[src/rtl/vga_sync_decoder.sv]
// Recovers active-pixel coordinates, data-enable and lock status from a sampled VGA stream,
// and accumulates a per-frame r+g+b checksum; outputs trail the input pins by two clocks.
module vga_sync_decoder #(
  parameter int   H_ACTIVE    = 1440,
  parameter int   H_FP        = 80,
  parameter int   H_SYNC      = 152,
  parameter int   H_BP        = 232,
  parameter int   V_ACTIVE    = 900,
  parameter int   V_FP        = 1,
  parameter int   V_SYNC      = 3,
  parameter int   V_BP        = 28,
  parameter logic HS_POL      = 1'b0,
  parameter logic VS_POL      = 1'b1,
  parameter int   LOCK_FRAMES = 2
) (
  input  logic        clk,
  input  logic        rst_n,
  input  logic        hsync,
  input  logic        vsync,
  input  logic [3:0]  pix_r,
  input  logic [3:0]  pix_g,
  input  logic [3:0]  pix_b,
  output logic [10:0] rx_x,
  output logic [10:0] rx_y,
  output logic        rx_de,
  output logic [3:0]  rx_r,
  output logic [3:0]  rx_g,
  output logic [3:0]  rx_b,
  output logic        frame_start,
  output logic [23:0] frame_sum,
  output logic        frame_sum_vld,
  output logic        locked,
  output logic        sync_err
);

  localparam int          H_TOTAL    = H_ACTIVE + H_FP + H_SYNC + H_BP;
  localparam int          V_TOTAL    = V_ACTIVE + V_FP + V_SYNC + V_BP;
  localparam logic [10:0] H_FIRST    = 11'(H_SYNC + H_BP);
  localparam logic [10:0] H_LAST     = 11'(H_SYNC + H_BP + H_ACTIVE - 1);
  localparam logic [10:0] V_FIRST    = 11'(V_SYNC + V_BP);
  localparam logic [10:0] V_LAST     = 11'(V_SYNC + V_BP + V_ACTIVE - 1);
  localparam logic [10:0] H_END_CNT  = 11'(H_TOTAL - 1);
  localparam logic [10:0] V_END_CNT  = 11'(V_TOTAL - 1);
  localparam logic [10:0] H_WIDTH    = 11'(H_SYNC);
  localparam logic [10:0] V_WIDTH    = 11'(V_SYNC);
  localparam logic [10:0] CNT_MAX    = 11'h7ff;

  typedef enum logic [1:0] {S_IDLE, S_TRACK, S_LOCKED} state_t;

  logic        hs1, vs1, hs_act_q, vs_act_q;
  logic [3:0]  r1, g1, b1;
  logic        hs_act, vs_act, h_edge, v_edge;
  logic [10:0] h_cnt, v_cnt, hs_w, vs_w;
  logic [10:0] h_nxt, v_nxt, hs_w_nxt, vs_w_nxt;
  logic        line_bad, frame_bad, timeout, viol, in_act, de_nxt, lock_nxt;
  logic [5:0]  pix_sum;
  logic [23:0] acc, acc_nxt;
  state_t      state, state_nxt;
  logic [3:0]  gcnt, gcnt_nxt;
  logic        err_nxt;

  // Sync registers reset to their inactive level so release never looks like an edge.
  always_ff @(posedge clk or negedge rst_n) begin
    if (!rst_n) begin
      hs1      <= ~HS_POL;
      vs1      <= ~VS_POL;
      r1       <= '0;
      g1       <= '0;
      b1       <= '0;
      hs_act_q <= 1'b0;
      vs_act_q <= 1'b0;
    end else begin
      hs1      <= hsync;
      vs1      <= vsync;
      r1       <= pix_r;
      g1       <= pix_g;
      b1       <= pix_b;
      hs_act_q <= hs_act;
      vs_act_q <= vs_act;
    end
  end

  assign hs_act = (hs1 == HS_POL);
  assign vs_act = (vs1 == VS_POL);
  assign h_edge = hs_act & ~hs_act_q;
  assign v_edge = vs_act & ~vs_act_q;

  // *_nxt are the coordinates of the sample now in stage 1.
  always_comb begin
    h_nxt    = h_edge ? 11'd0 : (h_cnt == CNT_MAX) ? h_cnt : h_cnt + 11'd1;
    v_nxt    = v_edge ? 11'd0 : (h_edge && v_cnt != CNT_MAX) ? v_cnt + 11'd1 : v_cnt;
    hs_w_nxt = h_edge ? 11'd1 : (hs_act && hs_w != CNT_MAX) ? hs_w + 11'd1 : hs_w;
    if (v_edge)
      vs_w_nxt = h_edge ? 11'd1 : 11'd0;
    else if (h_edge && vs_act && vs_w != CNT_MAX)
      vs_w_nxt = vs_w + 11'd1;
    else
      vs_w_nxt = vs_w;
  end

  assign line_bad  = h_edge & ((h_cnt != H_END_CNT) | (hs_w != H_WIDTH));
  assign frame_bad = v_edge & (~h_edge | (v_cnt != V_END_CNT) | (vs_w != V_WIDTH));
  assign timeout   = (h_nxt == CNT_MAX) & (h_cnt != CNT_MAX);
  assign viol      = line_bad | frame_bad | timeout;

  assign in_act  = (h_nxt >= H_FIRST) && (h_nxt <= H_LAST) && (v_nxt >= V_FIRST) && (v_nxt <= V_LAST);
  assign pix_sum = 6'(r1) + 6'(g1) + 6'(b1);
  assign acc_nxt = v_edge ? 24'd0 : in_act ? acc + 24'(pix_sum) : acc;

  always_comb begin
    state_nxt = state;
    gcnt_nxt  = gcnt;
    err_nxt   = 1'b0;
    case (state)
      S_IDLE: begin
        if (v_edge) begin
          state_nxt = S_TRACK;
          gcnt_nxt  = 4'd0;
        end
      end
      S_TRACK: begin
        if (viol) begin
          gcnt_nxt = 4'd0;
        end else if (v_edge) begin
          if (gcnt + 4'd1 == 4'(LOCK_FRAMES)) begin
            state_nxt = S_LOCKED;
            gcnt_nxt  = 4'd0;
          end else begin
            gcnt_nxt = gcnt + 4'd1;
          end
        end
      end
      S_LOCKED: begin
        if (viol) begin
          state_nxt = S_TRACK;
          gcnt_nxt  = 4'd0;
          err_nxt   = 1'b1;
        end
      end
      default: state_nxt = S_IDLE;
    endcase
  end

  assign lock_nxt = (state_nxt == S_LOCKED);
  assign de_nxt   = in_act & lock_nxt;

  always_ff @(posedge clk or negedge rst_n) begin
    if (!rst_n) begin
      h_cnt         <= '0;
      v_cnt         <= '0;
      hs_w          <= '0;
      vs_w          <= '0;
      acc           <= '0;
      state         <= S_IDLE;
      gcnt          <= '0;
      rx_x          <= '0;
      rx_y          <= '0;
      rx_de         <= 1'b0;
      rx_r          <= '0;
      rx_g          <= '0;
      rx_b          <= '0;
      frame_start   <= 1'b0;
      frame_sum     <= '0;
      frame_sum_vld <= 1'b0;
      locked        <= 1'b0;
      sync_err      <= 1'b0;
    end else begin
      h_cnt         <= h_nxt;
      v_cnt         <= v_nxt;
      hs_w          <= hs_w_nxt;
      vs_w          <= vs_w_nxt;
      acc           <= acc_nxt;
      state         <= state_nxt;
      gcnt          <= gcnt_nxt;
      rx_de         <= de_nxt;
      rx_x          <= de_nxt ? h_nxt - H_FIRST : 11'd0;
      rx_y          <= de_nxt ? v_nxt - V_FIRST : 11'd0;
      rx_r          <= de_nxt ? r1 : 4'd0;
      rx_g          <= de_nxt ? g1 : 4'd0;
      rx_b          <= de_nxt ? b1 : 4'd0;
      frame_start   <= de_nxt && (h_nxt == H_FIRST) && (v_nxt == V_FIRST);
      locked        <= lock_nxt;
      sync_err      <= err_nxt;
      frame_sum_vld <= v_edge & ~viol & lock_nxt;
      if (v_edge && !viol && lock_nxt)
        frame_sum <= acc;
    end
  end

endmodule

[config.mk]
export PLATFORM = sky130hd
export DESIGN_NAME = vga_sync_decoder
export DESIGN_NICKNAME = d
export VERILOG_FILES = /design/src/rtl/vga_sync_decoder.sv
export SDC_FILE = /design/constraint.sdc
export NUM_CORES = 1
export LEC_CHECK = 0
export BUFFER_PORTS_ARGS = -buffer_cell sky130_fd_sc_hd__buf_2
export CORE_UTILIZATION = 59
export DETAILED_ROUTE_END_ITERATION = 12
export PLACE_DENSITY_LB_ADDON = 0.08
export SLEW_MARGIN = 20
export SYNTH_ARGS = -nofsm -noshare
export SYNTH_HDL_FRONTEND = slang
export SYNTH_SLANG_ARGS = --single-unit
[constraint.sdc]
create_clock -name clk -period 4.65 [get_ports clk]
set_input_delay 0.465 -clock clk [delete_from_list [all_inputs] [get_ports clk]]
set_output_delay 0.465 -clock clk [all_outputs]
set_load 0.02 [all_outputs]
* Word-level counts from Yosys, hierarchy flattened
Index checks and enable logic that the tools add are counted.
Widths: inputs -> output; s select.
** Storage, ports and cells
- Bits in latches :: 0
- Memories :: 0
- Bits in writable memories :: 0
- Memory bits (read-only) :: 0
- Flip-flop bits (word level) :: 153
- Word-level logic and storage cells :: 124
- Output and inout port bits :: 63
** Cells by class
- Eq/ne operators :: 19
- Div/mod/pow operators :: 0
- $mul :: 0
- Add/subtract/negate cells :: 10
- Magnitude comparators :: 4
- Shift-type cells :: 0
- Reductions and logical operators :: 18
- Bitwise operators :: 18
- Multiplexer cells :: 30
** Operators by type and width (count)
- $mux 11 :: 10
- $ne 11x11->1 const B :: 5
- $mux 24 :: 2
- $add 11x1->11 const B :: 4
- $mux 4 :: 8
- $add 24x6->24 :: 1
- $eq 11x11->1 const B :: 2
- $pmux 4 s3 :: 1
- $eq 11x5->1 const B :: 1
- $eq 11x9->1 const B :: 1
- $ge 11x5->1 const B :: 1
- $ge 11x9->1 const B :: 1
- $le 11x10->1 const B :: 1
- $le 11x11->1 const B :: 1
- $logic_and 1x1->1 :: 11
- $ne 11x10->1 const B :: 1
- $ne 11x2->1 const B :: 1
- $ne 11x8->1 const B :: 1
- $sub 11x5->11 const B :: 1
- $sub 11x9->11 const B :: 1
- $mux 2 :: 5
- $and 1x1->1 :: 8
- $add 5x4->6 :: 1
- $pmux 2 s3 :: 1
- other kinds (15) :: 29

* Depth between registers and ports, before layout
Gate-level depths: netlist of the first run.
- Depth in word-level cells :: 14
- Gate-level depth with buffers :: 16
- Gate-level depth less buffers :: 14

* Worst setup path after synthesis of the first run
No wires, ideal clock.
- Kind :: reg2reg
- Start :: reg vs1
- End :: reg rx_b[0]
- Path slack :: 1.312 ns
- Required time :: 4.533 ns
- Arrival time :: 3.221 ns
- Clock period less this slack :: 3.338 ns
- Path buffers :: 5
- Setup time :: 0.117 ns
- Cell stages (with the launch flop) :: 15
- Path through :: dfrtp_1 -> nor2b_1 -> clkbuf_1 -> clkbuf_1 -> buf_1 -> nor2_1 -> ha_1 -> or2_1 -> a2111o_1 -> o211a_1 -> buf_6 -> nand3_4 -> inv_2 -> buf_6 -> and2_4
** Between the ends
- Elaborated cells on any way between the ends :: 17
- Those cells by class :: order compare: 2; eq/ne: 1; mux: 7; bitwise: 5; reduce/logical: 2
** RTL lines
- start: declaration :: line 50 : logic hs1, vs1, hs_act_q, vs_act_q;
- start signal: assignment :: line 66 : vs1 <= ~VS_POL;
- start signal: assignment :: line 74 : vs1 <= vsync;
- $and 1x1->1 (*) :: line 86 : assign v_edge = vs_act & ~vs_act_q;
- $mux 11 (*) :: line 91 : v_nxt = v_edge ? 11'd0 : (h_edge && v_cnt != CNT_MAX) ? v_cnt + 11'd1 : v_cnt;
- net v_nxt[0] :: line 54 : logic [10:0] h_nxt, v_nxt, hs_w_nxt, vs_w_nxt;
- $ge 11x5->1 :: line 106 : assign in_act = (h_nxt >= H_FIRST) && (h_nxt <= H_LAST) && (v_nxt >= V_FIRST) && (v_nxt <= V_LAST);
- $logic_and 1x1->1 :: line 106
- $logic_and 1x1->1 (*) :: line 106
- $and 1x1->1 (*) :: line 145 : assign de_nxt = in_act & lock_nxt;
- net de_nxt :: line 55 : logic line_bad, frame_bad, timeout, viol, in_act, de_nxt, lock_nxt;
- $mux 4 (*) :: line 180 : rx_b <= de_nxt ? b1 : 4'd0;
- end signal: assignment :: line 180
- end: declaration :: line 28 : output logic [3:0] rx_b,
Mark *: on every way through the listed nets, which the timed path passes. The rest lies on a longest branch.
A chain may end at the register's enable or synchronous reset.

* Worst setup path in the final report of the first run
- Start :: reg v_cnt[0]
- End :: reg rx_b[3]
** Between the ends
- Elaborated cells on any way between the ends :: 21
- Those cells by class :: add/sub: 1; order compare: 2; eq/ne: 3; mux: 6; bitwise: 6; reduce/logical: 3
** RTL lines
- start: declaration :: line 53 : logic [10:0] h_cnt, v_cnt, hs_w, vs_w;
- start signal: assignment :: line 169 : v_cnt <= v_nxt;
- parallel branches: the longest is 2 deep, another holds $add 11x1->11
- $mux 11 (*) (2 in series) :: line 91
- net v_nxt[1] :: line 54
- $ge 11x5->1 :: line 106
- $logic_and 1x1->1 :: line 106
- $logic_and 1x1->1 (*) :: line 106
- $and 1x1->1 (*) :: line 145
- $mux 4 (*) :: line 180
Mark *: on every way through the listed nets, which the timed path passes.

==> results.cfg, run 1 <==
[timing]
worstMarginPinSlew_ps = 989
setup-tns-final_ps = 0
min_period_over_period_pct = 82.8
slew_viol_final = 0
rsz0062_at_grt = false
finClkSkew_ps = 9.13
fmax_ghz = 0.260
period_needed_ps = 3850
final-hold-violation-count = 0
setup_viol = 0
relSlewSlack_pct = 33.8

[yosys]
synthTopCellsByCount = dfrtp_1 (152), nor2_1 (69), nand2_1 (56)
netlist.area_leader.share_pct = 49.6
syn_area_um2 = 7670
ys.flop_type = dfrtp_1
syn_avg_cell_area_um2 = 10.7
seq_area_frac_synth_pct = 49.9
synth.ff_latch_count = 153
synthArstFlopShare_pct = 100
synth_fp_nets = 760
synth_cells = 718
synth_area_leaders = dfrtp_1 (50%), nor2_1 (3.4%), ha_1 (2.9%)
synth_area_leader_cell = dfrtp_1
synth_cell_types = 82
synth.yosys.warnings = 0
post-synth-top-count-cell = dfrtp_1
synth_edf_count = 0

[route]
drt_pre_antenna_iters = 7
wire_per_inst_um = 17.2
viasPerCell = 5.96
vias = 5805
post-route-drc-count = 0
postRouteAntennaNets = 0
first_iter_violations = 411
wirelength_um = 16800

[clock_network]
ctsHtreeMaxLevel = 4
clkLatencyLatePin_ps = 430
clock-sinks = 153
cts-buffers-inserted = 17
hold_buffers = 1
clk_pin_slew_ps = 70
ctsResizeCount = 0
cts_max_path_buffers = 2
cts_tree = done
cts_root_buffer = clkbuf_16
post_cts_buffers = 0

[hold_path]
hold_depth = 1
hold_class = input port to flip-flop

[floorplan]
die_area_um2 = 13500
coreArea_um2 = 12700
rows = 41
die_h_um = 116
die_w_um = 116
start_util_pct = 60.6
ioPinCount = 79

[place]
dpl.cell_count = 941
port-buffer-count = 78
hpwlAfterDp_um = 11600
gp_congestion = 0.917

[critical_path]
r2r_cells = 12
cp.required_ps = 4960
path_max_fanout = 24
cp-end-kind = flip-flop
startpoint_type = flip-flop
crit_type = flip-flop to flip-flop
crit_arrival_ps = 4160

[power]
power_uw = 3280
leakagePower_uw = 0.00427
vdd_ir_drop_max_mv = 0.384
pwr_density_cell_nw_per_um2 = 372

[run_status]
status = finished clean

[grt]
grt_pass1_wl_um = 27600
antenna_found_initial = 1
gr-total-overflow = 0
grt_pass1_vias = 5587
track_usage_pct = 27.1
grt_max_degree = 55

[cells_and_area]
diodes = 0
fin_cells = 974
final_nets = 831
fillerInstances = 978
area.growth.synth_to_final_pct = 14.7
drive_above_1_share_pct = 21.3

[run]
maxCapViolCount = 0
-- registers in the layout, indices dropped and copies added (netlist names), 11 cells and up --
name	cells
rx_y	11
frame_sum	24
h_cnt	11
vs_w	11
rx_x	11
acc	24
v_cnt	11
hs_w	11
-- through the flow --
| stage | area, um^2 | worst slack [ps] | hold slack [ps] | utilization (%) |
|---|---|---|---|---|
| floorplan | 7670 | 1310 | 169 | - |
| global placement | 8160 | 1010 | 401 | 64.4 |
| detailed placement | 8160 | 838 | 404 | 64.4 |
| CTS | 8800 | 831 | 125 | 69.5 |
| global route | 8800 | 572 | 127 | 69.5 |
| finish | 8800 | 798 | 138 | 69.5 |
-- per-layer routing --
layer	up-vias	routed length [um]	GRT usage [%]
met5	-	0	0
met2	150	8280	42.7
li1	2711	-	-
met4	0	288	9.83
met1	2918	7430	36.5
met3	26	784	6.59
-- worst max-delay path, cell delays in order, from the launching register on --
cell      delay, ps
dfrtp_1         430
ha_1            280
nand2_1         170
o31ai_4         340
mux2_4          340
and2_1          190
ha_1            250
or2_1           240
a2111o_1        470
o211a_1         300
nand3_4         330
inv_2           170
and2_1          190
-- cells in the final DEF, fill, tap and decap left out, types with 10 or more instances in the layout --
| cell type | Yosys | final |
|---|---|---|
| nand4_1 | 17 | 17 |
| nor3_1 | 16 | 16 |
| nand2_1 | 56 | 56 |
| inv_1 | 19 | 19 |
| xor2_1 | 19 | 19 |
| and3_1 | 10 | 10 |
| and2_1 | 12 | 12 |
| clkbuf_16 | 0 | 17 |
| a21o_1 | 12 | 12 |
| buf_2 | 12 | 77 |
| ha_1 | 18 | 18 |
| mux2i_1 | 10 | 10 |
| dfrtp_1 | 152 | 152 |
| o31ai_1 | 12 | 12 |
| nand3_1 | 32 | 32 |
| a21oi_1 | 32 | 32 |
| mux2_1 | 15 | 15 |
| mux2_2 | 10 | 10 |
| nor2_1 | 69 | 69 |
| xnor2_1 | 12 | 12 |
| o21ai_0 | 23 | 23 |
-- power breakdown --
| part | leakage, uW | switching, uW | internal [uW] |
|---|---|---|---|
| clock network | 0.000307 | 576 | 911 |
| logic | 0.00188 | 209 | 132 |
| registers | 0.00208 | 65.9 | 1380 |
| total | 0.00427 | 851 | 2420 |
-- area by class of cell --
class | instances | area (um^2) | share of cell area, %
Clock buffer | 17 | 425 | 4.83
Tap cell | 172 | 215 | 2.44
Clock inverter | 15 | 213 | 2.42
Inverter | 21 | 78.8 | 0.895
Multi-Input combinational cell | 512 | 3600 | 40.9
Timing Repair Buffer | 84 | 444 | 5.05
Sequential cell | 153 | 3830 | 43.5
-- path summary, 6_finish.rpt --
kind                          start  endpoint  slack (ps)
max                        v_cnt[0]   rx_b[3]         800
min                           hsync       hs1         140
max reg2reg                v_cnt[0]   rx_b[3]         800
min reg2reg                     vs1  vs_act_q         460
min in group asynchronous     rst_n   hs_w[4]         520
max in group asynchronous     rst_n   rx_y[5]        3090
-- cell families after synthesis --
family,synth area share (%)
and+or+nand+nor,21.2
DFF,49.9
AOI/OAI and AO/OA,11.9
buffers and inverters,3.24
muxes,5.17
xor gates and xnor gates,3.54
adders and majority gates,5.02
Note: power is estimated with default switching activity, not from simulation.
==> run 2, diff against run 1 <==
- ABC_AREA: not set -> 1
- CORE_UTILIZATION: 59 -> 54
- clock period: 4.65 -> 3.4 ns (I/O delays scaled with it)
==> run 2 against run 1 <==
Area after synthesis is 5.1% higher. Register-to-register slack got worse by 640 ps. Synthesized cell count increased by 36%. Clock power increased by 17%. Highest routed layer unchanged.
==> results.cfg, run 2 <==
[timing]
relSlewSlack_pct = 60.5
worstMarginPinSlew_ps = 588
final.setup.worst_slack_ps = 161
setup_viol = 0
fmax_ghz = 0.309
setup-tns-final_ps = 0
finClkSkew_ps = 7.14
final-hold-violation-count = 0
period_needed_ps = 3240
min_period_over_period_pct = 95.3
rsz0062_at_grt = false
slew_viol_final = 0

[clock_network]
clk_pin_slew_ps = 70
ctsHtreeMaxLevel = 4
clkLatencyLatePin_ps = 430
post_cts_buffers = 0
cts-buffers-inserted = 17
cts_root_buffer = clkbuf_16
cts_max_path_buffers = 2
cts_tree = done
clock-sinks = 153

[critical_path]
crit_type = flip-flop to flip-flop
crit_arrival_ps = 3550
slowest_stage = fa_1
max_stage_delay_ps = 590
path_max_fanout = 6
worstPathCellList = fa_1 -> fa_1 -> ha_1 -> a21oi_1 -> o21ai_0 -> a21oi_1 -> buf_4 -> nor4_1 -> xnor2_1 -> inv_1 -> nand4_1 -> nand2_1
r2r_cells = 12
startpoint_type = flip-flop
ff2ff_setup_slack_ps = 160
r2r_end = acc[10]
startpoint = r1[3]
cp.required_ps = 3710
cp-end-kind = flip-flop
critical_path.top_delay_family = adder cells
worst-path-stages = 12
cp-endpoint = acc[10]
rr_startpoint = r1[3]
worst-path-buf-inv = 2

[power]
vdd_ir_drop_max_mv = 0.301
leakagePower_uw = 0.00499
pwr_density_cell_nw_per_um2 = 444

[yosys]
synth_area_leader_cell = dfrtp_1
synth_fp_nets = 1017
synthArstFlopShare_pct = 100
netlist.area_leader.share_pct = 47.1
synth_cell_types = 41
post-synth-top-count-cell = nand2_1
seq_area_frac_synth_pct = 47.5
ys.flop_type = dfrtp_1
syn_avg_cell_area_um2 = 8.27
synth_cells = 975
synth.ff_latch_count = 153
synth.yosys.warnings = 0
synth_edf_count = 0
synthTopCellsByCount = nand2_1 (237), dfrtp_1 (152), inv_1 (129)
syn_area_um2 = 8070
synth_area_leaders = dfrtp_1 (47%), nand2_1 (11%), inv_1 (6.0%)

[cells_and_area]
area.growth.synth_to_final_pct = 14.7
diodes = 0
final_cell_mix = nand2_1 (237), dfrtp_1 (152), inv_1 (129)
final_common_cell = nand2_1
fin_cells = 1260
drive_above_1_share_pct = 17.8
final_nets = 1105
final_util_pct = 63.7
largestRegisters = acc: 24 flops, frame_sum: 24 flops

[grt]
track_usage_pct = 24.1
antenna_found_initial = 0
gr-total-overflow = 0
grt_max_degree = 63
grt_pass1_vias = 6122
grt_pass1_wl_um = 29900

[route]
postRouteAntennaNets = 0
vias = 6527
viasPerCell = 5.18
wirelength_um = 17400
first_iter_violations = 460
wire_per_inst_um = 13.8
post-route-drc-count = 0
drt_pre_antenna_iters = 5

[floorplan]
die_w_um = 124
ioPinCount = 79
die_area_um2 = 15400
start_util_pct = 55.5
coreArea_um2 = 14500
die_h_um = 124
rows = 44

[place]
dpl.cell_count = 1225
port-buffer-count = 78
gp_congestion = 0.930
dp_slack_ps = 195
hpwlAfterDp_um = 12400

[run]
maxCapViolCount = 0

[hold_path]
hold_class = input port to flip-flop

[run_status]
status = finished clean
run 2: layout make-up:
class                   count  area [um^2]
multi-input cells         660         3590
fillers                  1282         5280
flip-flops and latches    153         3830
clock buffers              17          425
repair buffers             96          552
inverters                 135          509
well taps                 184          230
clock inverters            15          119
run 2: cells by family after synthesis:
kind of cell | Yosys count | synth area share [%]
compound gates | 61 | 4.33
xor+xnor | 35 | 3.80
fa+ha+maj | 26 | 4.78
buf+inv | 162 | 8.33
flops | 153 | 47.5
simple gates | 538 | 31.3
run 2: per-layer routing:
layer	vias to the layer above	routed length, um	global-route usage [%]
met3	19	755	4.87
met4	0	198	6.80
met1	3042	8910	36.5
li1	3302	-	-
met5	-	0	0
met2	164	7490	34.8
run 2: metrics by stage:
stage / total power (uW) / area [um^2] / hold WS (ps)
after global placement: 2390 / 8660 / 341
after CTS: 4150 / 9230 / 3.65
after floorplan: 2260 / 8070 / 44.4
final: 4110 / 9250 / 18.8
after global routing: 4300 / 9250 / 1.65
after detailed placement: 2400 / 8660 / 342
run 2: worst min-delay path by stage:
stage / slack, ps / depth (start not counted) / start / endpoint
floorplan: 40 / 0 / rst_n / acc[0]
global placement: 340 / 1 / rst_n / rx_x[3]
detailed placement: 340 / 1 / rst_n / rx_x[3]
CTS: 4 / 1 / pix_g[2] / g1[2]
global route: 2 / 1 / pix_b[1] / b1[1]
finish: 20 / 1 / pix_g[2] / g1[2]
run 2: power by group:
| part | total, uW | internal, uW | switching, uW | leakage (uW) |
|---|---|---|---|---|
| Clock | 1740 | 944 | 797 | 0.000251 |
| Sequential | 1950 | 1880 | 68.2 | 0.00208 |
| Combinational | 424 | 149 | 275 | 0.00266 |
| Total | 4110 | 2970 | 1140 | 0.00499 |
run 2: what timing repair did:
item,4_1_cts,5_1_grt
endpoints found under the setup margin,0,27
endpoints found under the hold margin,60,0
hold buffers,3,0
gates resized for setup,0,5
run 2: worst reg2reg max path, stage by stage, from the launching register on:
cell and delay (ps):
dfrtp_1 410, fa_1 590, fa_1 440, ha_1 420, a21oi_1 120, o21ai_0 210, a21oi_1 110, buf_4 180
nor4_1 270, xnor2_1 170, inv_1 60, nand4_1 80, nand2_1 70
